<file path="config.mk">
export PLATFORM = sky130hd
export DESIGN_NAME = uart_tx_arbiter
export DESIGN_NICKNAME = d
export VERILOG_FILES = /design/src/rtl/uart_tx_arb_pkg.sv /design/src/rtl/uart_rr_picker.sv /design/src/rtl/uart_tx_arbiter.sv
export SDC_FILE = /design/constraint.sdc
export NUM_CORES = 1
export LEC_CHECK = 0
export BUFFER_PORTS_ARGS = -buffer_cell sky130_fd_sc_hd__buf_2
export CELL_PAD_IN_SITES_DETAIL_PLACEMENT = 2
export CELL_PAD_IN_SITES_GLOBAL_PLACEMENT = 2
export CORE_MARGIN = 4
export CORE_UTILIZATION = 31
export CTS_CLUSTER_SIZE = 25
export DETAILED_ROUTE_END_ITERATION = 12
export PLACE_DENSITY = 0.81
export SLEW_MARGIN = 20
export SYNTH_ARGS = -nofsm -noshare
export SYNTH_HDL_FRONTEND = slang
export SYNTH_HIERARCHICAL = 1
export SYNTH_SLANG_ARGS = --single-unit
</file>
<file path="constraint.sdc">
create_clock -name clk -period 3.2 [get_ports clk]
set_input_delay 0.48 -clock clk [delete_from_list [all_inputs] [get_ports clk]]
set_output_delay 0.48 -clock clk [all_outputs]
set_load 0.02 [all_outputs]
</file>
<file path="src/rtl/uart_tx_arb_pkg.sv">
// Shared state type and watchdog constants for the UART TX arbiter.
package uart_tx_arb_pkg;

  typedef enum logic [1:0] {
    IDLE_S = 2'd0,
    LOAD_S = 2'd1,
    BUSY_S = 2'd2
  } tx_arb_state;

  localparam int TIMEOUT_W = 16;
  localparam logic [TIMEOUT_W-1:0] TIMEOUT_CYC_DEF = 16'd50000;

endpackage

</file>
<file path="src/rtl/uart_rr_picker.sv">
// Combinational round-robin picker: first asserted request at or above rr_ptr,
// wrapping modulo NUM_REQ.
module uart_rr_picker
  import uart_tx_arb_pkg::*;
#(
  parameter int NUM_REQ = 4,
  localparam int IDX_W = $clog2(NUM_REQ)
) (
  input  logic [NUM_REQ-1:0] req,
  input  logic [IDX_W-1:0]   rr_ptr,
  output logic               any_req,
  output logic [IDX_W-1:0]   win
);

  logic [IDX_W:0]   sum;
  logic [IDX_W-1:0] idx;

  // Scan offsets from farthest to nearest so the closest hit is written last.
  always_comb begin
    any_req = |req;
    win     = rr_ptr;
    sum     = '0;
    idx     = '0;
    for (int off = NUM_REQ - 1; off >= 0; off--) begin
      sum = {1'b0, rr_ptr} + (IDX_W + 1)'(off);
      if (sum >= (IDX_W + 1)'(NUM_REQ)) begin
        sum = sum - (IDX_W + 1)'(NUM_REQ);
      end
      idx = sum[IDX_W-1:0];
      if (req[idx]) begin
        win = idx;
      end
    end
  end

endmodule

</file>
<file path="src/rtl/uart_tx_arbiter.sv">
// Round-robin arbiter sharing one UART TX shifter among NUM_REQ requesters.
// Define UART_TX_ARB_LOCK_EN to add req_lock for back-to-back locked bursts.
module uart_tx_arbiter
  import uart_tx_arb_pkg::*;
#(
  parameter int NUM_REQ = 4,
  parameter int DATA_W = 8,
  parameter logic [TIMEOUT_W-1:0] TIMEOUT_CYC = TIMEOUT_CYC_DEF,
  localparam int IDX_W = $clog2(NUM_REQ)
) (
  input  logic                      clk,
  input  logic                      rst_n,
  input  logic                      arb_en,
  input  logic [NUM_REQ-1:0]        req,
  input  logic [NUM_REQ*DATA_W-1:0] req_data,
`ifdef UART_TX_ARB_LOCK_EN
  input  logic [NUM_REQ-1:0]        req_lock,
`endif
  output logic [NUM_REQ-1:0]        gnt,
  output logic                      tx_start,
  output logic [DATA_W-1:0]         tx_data,
  input  logic                      tx_done,
  output logic [IDX_W-1:0]          owner,
  output logic                      busy,
  output logic                      timeout_err
);

  tx_arb_state state, next_state;

  logic [IDX_W-1:0]     rr_ptr;
  logic [IDX_W-1:0]     win;
  logic [IDX_W-1:0]     owner_inc;
  logic                 any_req;
  logic [TIMEOUT_W-1:0] wdog;
  logic [DATA_W-1:0]    req_bytes [NUM_REQ];
  logic                 take_grant;
  logic                 relock;
  logic                 release_bus;
  logic                 fire_timeout;
  logic                 hold_lock;

  for (genvar i = 0; i < NUM_REQ; i++) begin : g_bytes
    assign req_bytes[i] = req_data[i*DATA_W +: DATA_W];
  end

  uart_rr_picker #(.NUM_REQ(NUM_REQ)) u_picker (
    .req     (req),
    .rr_ptr  (rr_ptr),
    .any_req (any_req),
    .win     (win)
  );

  assign owner_inc = (owner == IDX_W'(NUM_REQ - 1)) ? '0 : owner + IDX_W'(1);

`ifdef UART_TX_ARB_LOCK_EN
  assign hold_lock = req_lock[owner] & req[owner] & arb_en;
`else
  assign hold_lock = 1'b0;
`endif

  always_ff @(posedge clk) begin
    if (!rst_n) begin
      state <= IDLE_S;
    end else begin
      state <= next_state;
    end
  end

  // Outputs are decoded from state and owner only, never from inputs.
  always_comb begin
    next_state   = state;
    take_grant   = 1'b0;
    relock       = 1'b0;
    release_bus  = 1'b0;
    fire_timeout = 1'b0;
    tx_start     = 1'b0;
    gnt          = '0;
    busy         = (state != IDLE_S);
    case (state)
      IDLE_S: begin
        if (arb_en && any_req) begin
          take_grant = 1'b1;
          next_state = LOAD_S;
        end
      end
      LOAD_S: begin
        tx_start   = 1'b1;
        gnt[owner] = 1'b1;
        next_state = BUSY_S;
      end
      BUSY_S: begin
        // Completion beats a watchdog expiry landing on the same cycle.
        if (tx_done) begin
          if (hold_lock) begin
            relock     = 1'b1;
            next_state = LOAD_S;
          end else begin
            release_bus = 1'b1;
            next_state  = IDLE_S;
          end
        end else if (wdog == TIMEOUT_CYC - TIMEOUT_W'(1)) begin
          fire_timeout = 1'b1;
          release_bus  = 1'b1;
          next_state   = IDLE_S;
        end
      end
      default: next_state = IDLE_S;
    endcase
  end

  always_ff @(posedge clk) begin
    if (!rst_n) begin
      rr_ptr      <= '0;
      owner       <= '0;
      wdog        <= '0;
      tx_data     <= '0;
      timeout_err <= 1'b0;
    end else begin
      timeout_err <= fire_timeout;
      if (take_grant) begin
        owner   <= win;
        tx_data <= req_bytes[win];
      end
      if (relock) begin
        tx_data <= req_bytes[owner];
      end
      if (release_bus) begin
        rr_ptr <= owner_inc;
      end
      if (state == LOAD_S) begin
        wdog <= '0;
      end else if (state == BUSY_S) begin
        wdog <= wdog + TIMEOUT_W'(1);
      end
    end
  end

endmodule

</file>
==> results.md, run 1 <==
- Commonest non-fill, non-tap cell in the layout: buf_2
- Root Buffer: clkbuf_8
- Status: finished clean
- Yosys top cell by area: dfxtp_1
- Kind of end point of the critical path: register
- Starting Density: 0.325
- Skew-Pair Late Insertion Delay: a little under 0.3 ns
- Worst-path maximum fanout: 9
- N_diodes: 0
- Final non-filler cell total: between 300 and 400
- Initial antenna violation count: 0
- Hold WC Path Type: input port to register
- CTS Sinks: 31
- Post-synth EDFFs: 0
- Die Y-Extent: roughly 80 um
- CTS tree: done
- Synth Net Count: 232
- DR vias: roughly 1600
- # resized after CTS: 0
- Relative slew margins: 0.571
- Post-route DRC: 0
- # setup viols final: 0
- Max_cap viols: 0
- Register bit total from synthesis: 31
- Asr flop ratio synth: 0
- Placed cells: just over 300
- Top FF cell, synth: dfxtp_1
- Clock network fraction of total power: 0.388
- CTS Buf Count: 5
- Row count: 26
- Drt first pass iters: 4
- Leading cell types in the layout, fill and taps excluded: 56 x buf_2, 31 x dfxtp_1, 27 x nand2_1
- Worst-margin pin slew: about 0.64 ns
- All-Layer GR Usage: 0.168
- Area Overhead vs Synth: 25.5%
- First-pass GRT wire length: 8420 um
- Pin count of the biggest net entering global routing: 17
- Max rail drop VDD: between 0.2 and 0.25 mV
- Via density: approximately 5.1
- Worst-case clock buffer depth: 2
- CP Launch Type: register
- CTS clk-pin slew, worst paths: around 0.07 ns
- Vias in the first global route: ~1800
- Htree depth: 2
- Nets@finish: approximately 290
- Synth top area share: 0.367
- Die W: 81.9 um
- Clk_skew: a little under 0.009 ns
- Iter 0 DRT Violations: 45
- Routability-driven placement congestion ratio: about 0.74
- Switching Power: roughly 240 uW
- Total wire length: around 5200 um
- Post-CTS Setup Bufs: 0
- Slew Viols, Final: 0
- Post-Synthesis Mean Instance Area: a little over 9 um2
- DRT antenna net count: 0
- Ys Warns: 6
- Switching portion of total power: 0.266
- Final instance area: approximately 2100 um2
- IO Pins: 57
- Layout fillers: 600
- Final min period: a little over 2 ns
- P_leak: around 0.90 nW
- Final Cycle Share: 0.647
- Sequential cell area fraction in the yosys report: 0.367
- DP Area: 2020 um2
- Top cells by area, synth: dfxtp_1 37%, mux4_2 11%, nand2_1 6.0%
- Post-Syn Area: 1690 um2
- Critical path arrival: around 2.2 ns
- Worst EP required: roughly 3.4 ns
- Sequential power share: 0.454
- Power Dens Cells: approximately 420 nW/um2
- HPWL Detailed: 4110 um
- Crit Path Class: register to register
- RSZ-0062 raised after global routing: no
- DR WL/cell: ~17 um
- Power share of the combinational group: 0.158
- Final hold vios: 0
- Cell count after synthesis: 187
- Internal Power: 658 uW
- PortBufs: between 50 and 60
- Fraction of layout cells with a size suffix above 1: 0.325
- Grt ovf: 0
- Total power: between 800 and 900 uW
- Die area: around 6700 um2
- Setup total negative slack: 0 ns
- FMAX: 483 MHz
- Core box area: ~5200 um2
- Yosys cell types: 40
- Cts hold-fix bufs: 0
worst max-delay path, stage by stage (launching register included):
cell	delay, ns
dfxtp_1	0.38
and2b_2	0.22
or4_1	0.50
nand2_1	0.32
mux4_2	0.36
nand2_1	0.09
a21oi_1	0.07
through the flow:
step	worst slack, ns	hold WS [ns]	utilization
3_5_place_dp	0.946	0.448	0.389
3_3_place_gp	0.974	0.441	0.389
5_1_grt	0.982	0.406	0.408
4_1_cts	1.13	0.400	0.408
6_report	1.13	0.416	0.408
2_1_floorplan	1.13	0.448	-
cell type report:
| cell class | count | area (um2) | area share |
|---|---|---|---|
| multi-input combinational | 142 | 1010 | 0.477 |
| sequential | 31 | 621 | 0.292 |
| timing repair buffer | 56 | 280 | 0.132 |
| clock buffer | 8 | 100 | 0.0471 |
| tap | 70 | 87.6 | 0.0412 |
| inverter | 6 | 22.5 | 0.0106 |
sequential cells by signal, summed over array words and instances, names as in the netlist:
register,flops
wdog,16
timeout_err,1
state,2
rr_ptr,2
tx_data,8
owner,2
synthesized netlist by cell type, drive strengths merged (3+ instances only):
| library cell | n |
|---|---|
| a21oi | 18 |
| and2 | 6 |
| and2b | 3 |
| and3 | 3 |
| and4 | 3 |
| buf | 4 |
| clkbuf | 4 |
| dfxtp | 31 |
| ha | 5 |
| inv | 6 |
| mux4 | 8 |
| nand2 | 27 |
| nand3 | 6 |
| nand4 | 6 |
| nor2 | 15 |
| nor4b | 3 |
| o21ai | 8 |
| or3 | 4 |
| xor2 | 9 |
kinds of logic (layout without fill, tap and decap cells):
kind of cell,after synthesis,count (layout),share of synthesized area
buf+inv,14,70,0.0347
xor+xnor,11,11,0.0569
simple gates,88,88,0.300
fa+ha+maj,5,5,0.0370
mux,8,8,0.106
compound gates,30,30,0.0983
flops,31,31,0.367
power groups by stage:
| stage | clock network (mW) | logic, mW | registers, mW |
|---|---|---|---|
| finish | 0.348 | 0.142 | 0.407 |
| global route | 0.380 | 0.159 | 0.409 |
| CTS | 0.363 | 0.145 | 0.407 |
| detailed placement | 0 | 0.144 | 0.416 |
| global placement | 0 | 0.140 | 0.415 |
| floorplan | 0 | 0.0765 | 0.426 |
layer usage:
metal | track usage | part of all wire | routed length (um)
met5 | 0 | 0 | 0
met4 | 0.0781 | 0.026 | 136
met3 | 0.0384 | 0.032 | 167
met2 | 0.296 | 0.53 | 2770
met1 | 0.192 | 0.41 | 2150
final timing paths:
path                            from                 endpoint  slack [ns]  depth (start not counted)
max           rr_ptr[0]$_SDFFE_PN0P_  tx_data[1]$_SDFFE_PN0P_        1.13                          6
min                          tx_done   timeout_err$_SDFF_PP0_        0.42                          2
max reg2reg   rr_ptr[0]$_SDFFE_PN0P_  tx_data[1]$_SDFFE_PN0P_        1.13                          6
min reg2reg  tx_data[4]$_SDFFE_PN0P_  tx_data[4]$_SDFFE_PN0P_        0.46                          2
Power figures use the tool's default switching activity.
==> run 2: changes to the inputs <==
Settings changed: CORE_UTILIZATION 31 to 29, PLACE_DENSITY 0.81 to 0.76.
Clock period 3.2 ns to 2 ns, I/O delays scaled along.
==> results.md, run 2 (synthesis gave the netlist of run 1 again) <==
- DR vias: 1588 (was 1607)
- Reg2Reg Setup Slack: 0.14 ns (was 1.13 ns)
- Grt ovf: 0 (unchanged)
- Die W: 84.4 um (was 81.9 um)
- CP Launch Type: register (unchanged)
- PortBufs: 56 (unchanged)
- Slew Viols, Final: 0 (unchanged)
- Core box area: 5570 um2 (was 5200 um2)
- RSZ-0062 raised after global routing: no (unchanged)
- Final Core Density: 0.394 (was 0.408)
- Starting Density: 0.304 (was 0.325)
- Max incr delay on CP: 0.51 ns (was 0.50 ns)
- Post-route DRC: 0 (unchanged)
- DR WL/cell: 15.6 um (was 16.7 um)
- Crit-path leading delay family: simple AND/OR/NAND/NOR gates (unchanged)
- Crit Path Class: register to register (unchanged)
- WHS Path Cells: 2 (unchanged)
- Critical path cell sequence: and2b_2 > or4_4 > nand2_2 > buf_12 > mux4_2 > nand2_1 > a21oi_1 (was and2b_2 > or4_1 > nand2_1 > mux4_2 > nand2_1 > a21oi_1)
- CTS clk-pin slew, worst paths: 0.06 ns (was 0.07 ns)
- Worst EP required: 2.15 ns (was 3.35 ns)
- Initial antenna violation count: 0 (unchanged)
- Min-Delay Endpoint: timeout_err$_SDFF_PP0_ (unchanged)
- Routability-driven placement congestion ratio: 0.750 (was 0.735)
- Setup total negative slack: 0 ns (unchanged)
- Cts hold-fix bufs: 0 (unchanged)
- Htree depth: 2 (unchanged)
- Status: finished clean (unchanged)
- Fraction of layout cells with a size suffix above 1: 0.351 (was 0.325)
- Critical path buffers and inverters: 1 (was 0)
- Die area: 7120 um2 (was 6710 um2)
- Nets@finish: 292 (was 287)
- # setup viols final: 0 (unchanged)
- R2R Path End: tx_data[2]$_SDFFE_PN0P_ (was tx_data[1]$_SDFFE_PN0P_)
- Vias in the first global route: 1716 (was 1767)
- Layout fillers: 652 (was 600)
- Via density: 4.96 (was 5.13)
- DRT antenna net count: 0 (unchanged)
- Total power: 1.45 mW (was 897 uW)
- Largest register by flop count: wdog (unchanged)
- HPWL Detailed: 3890 um (was 4110 um)
- Final hold slack: 0.260 ns (was 0.416 ns)
- Relative slew margins: 0.663 (was 0.571)
- Reg2Reg Depth: 7 (was 6)
- Leading cell types in the layout, fill and taps excluded: 56 x buf_2, 30 x dfxtp_1, 26 x nand2_1 (was 56 x buf_2, 31 x dfxtp_1, 27 x nand2_1)
- Critical path arrival: 2.01 ns (was 2.22 ns)
- First-pass GRT wire length: 8350 um (was 8420 um)
- Area Overhead vs Synth: 29.8% (was 25.5%)
- Drt first pass iters: 4 (unchanged)
- CTS tree: done (unchanged)
- P_leak: 0.937 nW (was 0.903 nW)
- Total wire length: 5010 um (was 5220 um)
- Final hold vios: 0 (unchanged)
- Critical R2R Launch: rr_ptr[0]$_SDFFE_PN0P_ (unchanged)
- Worst-path maximum fanout: 9 (unchanged)
- CTS Sinks: 31 (unchanged)
- Final min period: 1.86 ns (was 2.07 ns)
- All-Layer GR Usage: 0.149 (was 0.168)
- Final Cycle Share: 0.932 (was 0.647)
- Pin count of the biggest net entering global routing: 17 (unchanged)
- Max FFs per register: 16 (unchanged)
- Die Y-Extent: 84.4 um (was 81.9 um)
- Skew-Pair Late Insertion Delay: 0.29 ns (about the same)
- Top Registers: wdog: 16 flops, tx_data: 8 flops (unchanged)
- CTS Buf Count: 5 (unchanged)
- # resized after CTS: 0 (unchanged)
- Clk_skew: 0.00364 ns (was 0.00865 ns)
- Worst-case clock buffer depth: 2 (unchanged)
- Power Dens Cells: 658 nW/um2 (was 422 nW/um2)
- FMAX: 537 MHz (was 483 MHz)
- Root Buffer: clkbuf_8 (unchanged)
- IO Pins: 57 (unchanged)
- N_diodes: 0 (unchanged)
- Iter 0 DRT Violations: 56 (was 45)
- Row count: 27 (was 26)
- Hold WC Path Type: input port to register (unchanged)
- Post-CTS Setup Bufs: 0 (unchanged)
- Hold path startpoint: tx_done (unchanged)
- Slowest stage cell, crit path: or4_4 (was or4_1)
- Worst-margin pin slew: 0.504 ns (was 0.643 ns)
- Commonest non-fill, non-tap cell in the layout: buf_2 (unchanged)
- Kind of end point of the critical path: register (unchanged)
- Max rail drop VDD: 0.266 mV (was 0.223 mV)
- Max_cap viols: 0 (unchanged)
## run 2: worst register-to-register path, stage by stage (launching register included)
cell and delay (ns):
dfxtp_2 0.36, and2b_2 0.21, or4_4 0.51, nand2_2 0.09, buf_12 0.13, mux4_2 0.28, nand2_1 0.08, a21oi_1 0.07
## run 2: how the worst max path moves through the flow
stage                     cells after the start  slack [ns]                      end                   start
after global placement                        8        0.07  tx_data[0]$_SDFFE_PN0P_                  req[2]
after global routing                          7        0.02  tx_data[2]$_SDFFE_PN0P_  rr_ptr[0]$_SDFFE_PN0P_
after CTS                                     7        0.05  tx_data[2]$_SDFFE_PN0P_  rr_ptr[0]$_SDFFE_PN0P_
after floorplan                               7        0.05  tx_data[1]$_SDFFE_PN0P_  rr_ptr[0]$_SDFFE_PN0P_
final                                         7        0.14  tx_data[2]$_SDFFE_PN0P_  rr_ptr[0]$_SDFFE_PN0P_
after detailed placement                      8        0.04  tx_data[2]$_SDFFE_PN0P_                  req[3]
## run 2: metal layers
layer / vias to the layer above / part of all wire / track usage
met2: 32 / 0.51 / 0.257
met3: 8 / 0.037 / 0.0363
met4: 0 / 0.023 / 0.0576
li1: 777 / - / -
met5: - / 0 / 0
met1: 771 / 0.43 / 0.179
## run 2: power breakdown
part           leakage, nW  switching (mW)  internal, mW
Combinational        0.634           0.125         0.116
Sequential           0.252          0.0141         0.637
Clock               0.0515           0.240         0.314
Total                0.937           0.379          1.07
## run 2: per-stage QoR
stage	setup WS, ns	instance area (um2)	std cells
3_5_place_dp	0.0385	2090	312
4_1_cts	0.0530	2190	320
2_1_floorplan	0.0457	1690	187
3_3_place_gp	0.0689	2090	312
5_1_grt	0.0205	2200	320
6_report	0.137	2200	320
## run 2: final cells by class
class / count / area, um2 / share of cell area
flip-flops and latches: 31 / 622 / 0.283
multi-input cells: 142 / 1020 / 0.464
inverters: 6 / 22.5 / 0.0103
clock buffers: 8 / 100 / 0.0456
repair buffers: 61 / 343 / 0.156
well taps: 72 / 90.1 / 0.0410
==> run 3: changes to the inputs <==
==> constraint.sdc (replaced) <==
create_clock -name clk -period 2 [get_ports clk]
set_input_delay 0.2 -clock clk [delete_from_list [all_inputs] [get_ports clk]]
set_output_delay 0.2 -clock clk [all_outputs]
set_load 0.02 [all_outputs]
==> results.md, run 3 (synthesis gave the netlist of run 1 again) <==
- Status: finished clean (unchanged)
- Drt first pass iters: 4 (unchanged)
- Cts hold-fix bufs: 0 (unchanged)
- Leading cell types in the layout, fill and taps excluded: 56 x buf_2, 30 x dfxtp_1, 27 x nand2_1 (was 56 x buf_2, 30 x dfxtp_1, 26 x nand2_1)
- Via density: 5.09 (was 4.96)
- Nets@finish: 292 (unchanged)
- Skew-Pair Late Insertion Delay: 0.28 ns (was 0.29 ns)
- CTS Sinks: 31 (unchanged)
- DR vias: 1630 (was 1588)
- Total wire length: 5180 um (was 5010 um)
- Post-route DRC: 0 (unchanged)
- CTS Buf Count: 5 (unchanged)
- Final instance area: 2190 um2 (was 2200 um2)
- Root Buffer: clkbuf_8 (unchanged)
- Largest register by flop count: wdog (unchanged)
- Grt ovf: 0 (unchanged)
- Max rail drop VDD: 0.211 mV (was 0.266 mV)
- Final hold slack: 0.145 ns (was 0.260 ns)
- Worst-path maximum fanout: 9 (unchanged)
- Top Registers: wdog: 16 flops, tx_data: 8 flops (unchanged)
- Place WS: 0.0688 ns (was 0.0385 ns)
- Placed cells: 312 (unchanged)
- Final non-filler cell total: 320 (unchanged)
- Power Dens Cells: 660 nW/um2 (was 658 nW/um2)
- DR WL/cell: 16.2 um (was 15.6 um)
- Clk_skew: 0.00211 ns (was 0.00364 ns)
- Crit Path Class: register to register (unchanged)
- Starting Density: 0.304 (unchanged)
- Slew Viols, Final: 0 (unchanged)
- Worst-margin pin slew: 0.516 ns (was 0.504 ns)
- Hold WC Path Type: input port to register (unchanged)
- Worst EP required: 2.15 ns (about the same)
- Final hold vios: 0 (unchanged)
- PortBufs: 56 (unchanged)
- N_diodes: 0 (unchanged)
- # setup viols final: 0 (unchanged)
- Relative slew margins: 0.655 (was 0.663)
- DRT antenna net count: 0 (unchanged)
- Vias in the first global route: 1755 (was 1716)
- Layout fillers: 655 (was 652)
- Core box area: 5570 um2 (unchanged)
- First-pass GRT wire length: 8580 um (was 8350 um)
- DP Area: 2090 um2 (unchanged)
- Worst-case clock buffer depth: 2 (unchanged)
- Final worst slack: 0.0887 ns (was 0.137 ns)
- RSZ-0062 raised after global routing: no (unchanged)
- Row count: 27 (unchanged)
- FMAX: 523 MHz (was 537 MHz)
- Post-CTS Setup Bufs: 0 (unchanged)
- Area Overhead vs Synth: 29.4% (was 29.8%)
- Max FFs per register: 16 (unchanged)
- Final min period: 1.91 ns (was 1.86 ns)
- CP Launch Type: register (unchanged)
- Pin count of the biggest net entering global routing: 17 (unchanged)
- Setup total negative slack: 0 ns (unchanged)
- Die area: 7120 um2 (unchanged)
- Htree depth: 2 (unchanged)
- Kind of end point of the critical path: register (unchanged)
- Commonest non-fill, non-tap cell in the layout: buf_2 (unchanged)
- Initial antenna violation count: 0 (unchanged)
- CTS tree: done (unchanged)
- CTS clk-pin slew, worst paths: 0.07 ns (was 0.06 ns)
- Seq. cell area: 622 um2 (unchanged)
- Routability-driven placement congestion ratio: 0.754 (was 0.750)
- Critical path arrival: 2.06 ns (was 2.01 ns)
- Die W: 84.4 um (unchanged)
- Iter 0 DRT Violations: 36 (was 56)
- Die Y-Extent: 84.4 um (unchanged)
- P_leak: 0.936 nW (was 0.937 nW)
- Max_cap viols: 0 (unchanged)
- IO Pins: 57 (unchanged)
- Final Cycle Share: 0.956 (was 0.932)
- Multi-input logic area: 1010 um2 (was 1020 um2)
- HPWL Detailed: 3990 um (was 3890 um)
- All-Layer GR Usage: 0.150 (was 0.149)
- Fraction of layout cells with a size suffix above 1: 0.343 (was 0.351)
run 3: cell counts in the layout (fill, tap and decap cells not counted):
Identical to the previous run, type by type.
run 3: stage by stage:
stage / power [mW] / utilization
finish: 1.45 / 0.393
global route: 1.51 / 0.393
CTS: 1.46 / 0.393
detailed placement: 0.911 / 0.375
global placement: 0.902 / 0.375
floorplan: 0.804 / -
run 3: what timing repair did:
| item | 4_1_cts | 5_1_grt |
|---|---|---|
| hold endpoints to repair | 0 | 0 |
| setup endpoints to repair | 0 | 8 |
| resized for setup | 0 | 2 |
run 3: layout make-up:
type | count | share of cell area
Tap cell | 72 | 0.0411
Clock buffer | 8 | 0.0457
Inverter | 6 | 0.0103
Timing Repair Buffer | 61 | 0.156
Multi-Input combinational cell | 142 | 0.463
Sequential cell | 31 | 0.284
run 3: power by group:
part	internal [mW]	leakage, nW	switching [mW]	total (mW)
Combinational	0.115	0.633	0.127	0.242
Sequential	0.637	0.252	0.0141	0.652
Clock	0.314	0.0515	0.238	0.552
Total	1.07	0.936	0.380	1.45
run 3: layer usage:
metal | up-vias | GRT usage | share of wire
met5 | - | 0 | 0
met4 | 0 | 0.0475 | 0.015
met3 | 6 | 0.0314 | 0.030
met2 | 28 | 0.267 | 0.52
met1 | 814 | 0.181 | 0.43
li1 | 782 | - | -
run 3: worst max-delay path, cell delays in order (launching register included):
cell,delay (ns)
dfxtp_2,0.36
and2b_2,0.21
or4_1,0.52
nand2_1,0.13
buf_12,0.14
mux4_2,0.28
nand2_1,0.08
a21oi_1,0.07
run 3: worst paths after layout:
check                           from                      end  slack, ns  depth (start not counted)
max           rr_ptr[0]$_SDFFE_PN0P_  tx_data[1]$_SDFFE_PN0P_       0.09                          7
min                          tx_done   timeout_err$_SDFF_PP0_       0.14                          2
max reg2reg   rr_ptr[0]$_SDFFE_PN0P_  tx_data[1]$_SDFFE_PN0P_       0.09                          7
min reg2reg  tx_data[3]$_SDFFE_PN0P_  tx_data[3]$_SDFFE_PN0P_       0.46                          2
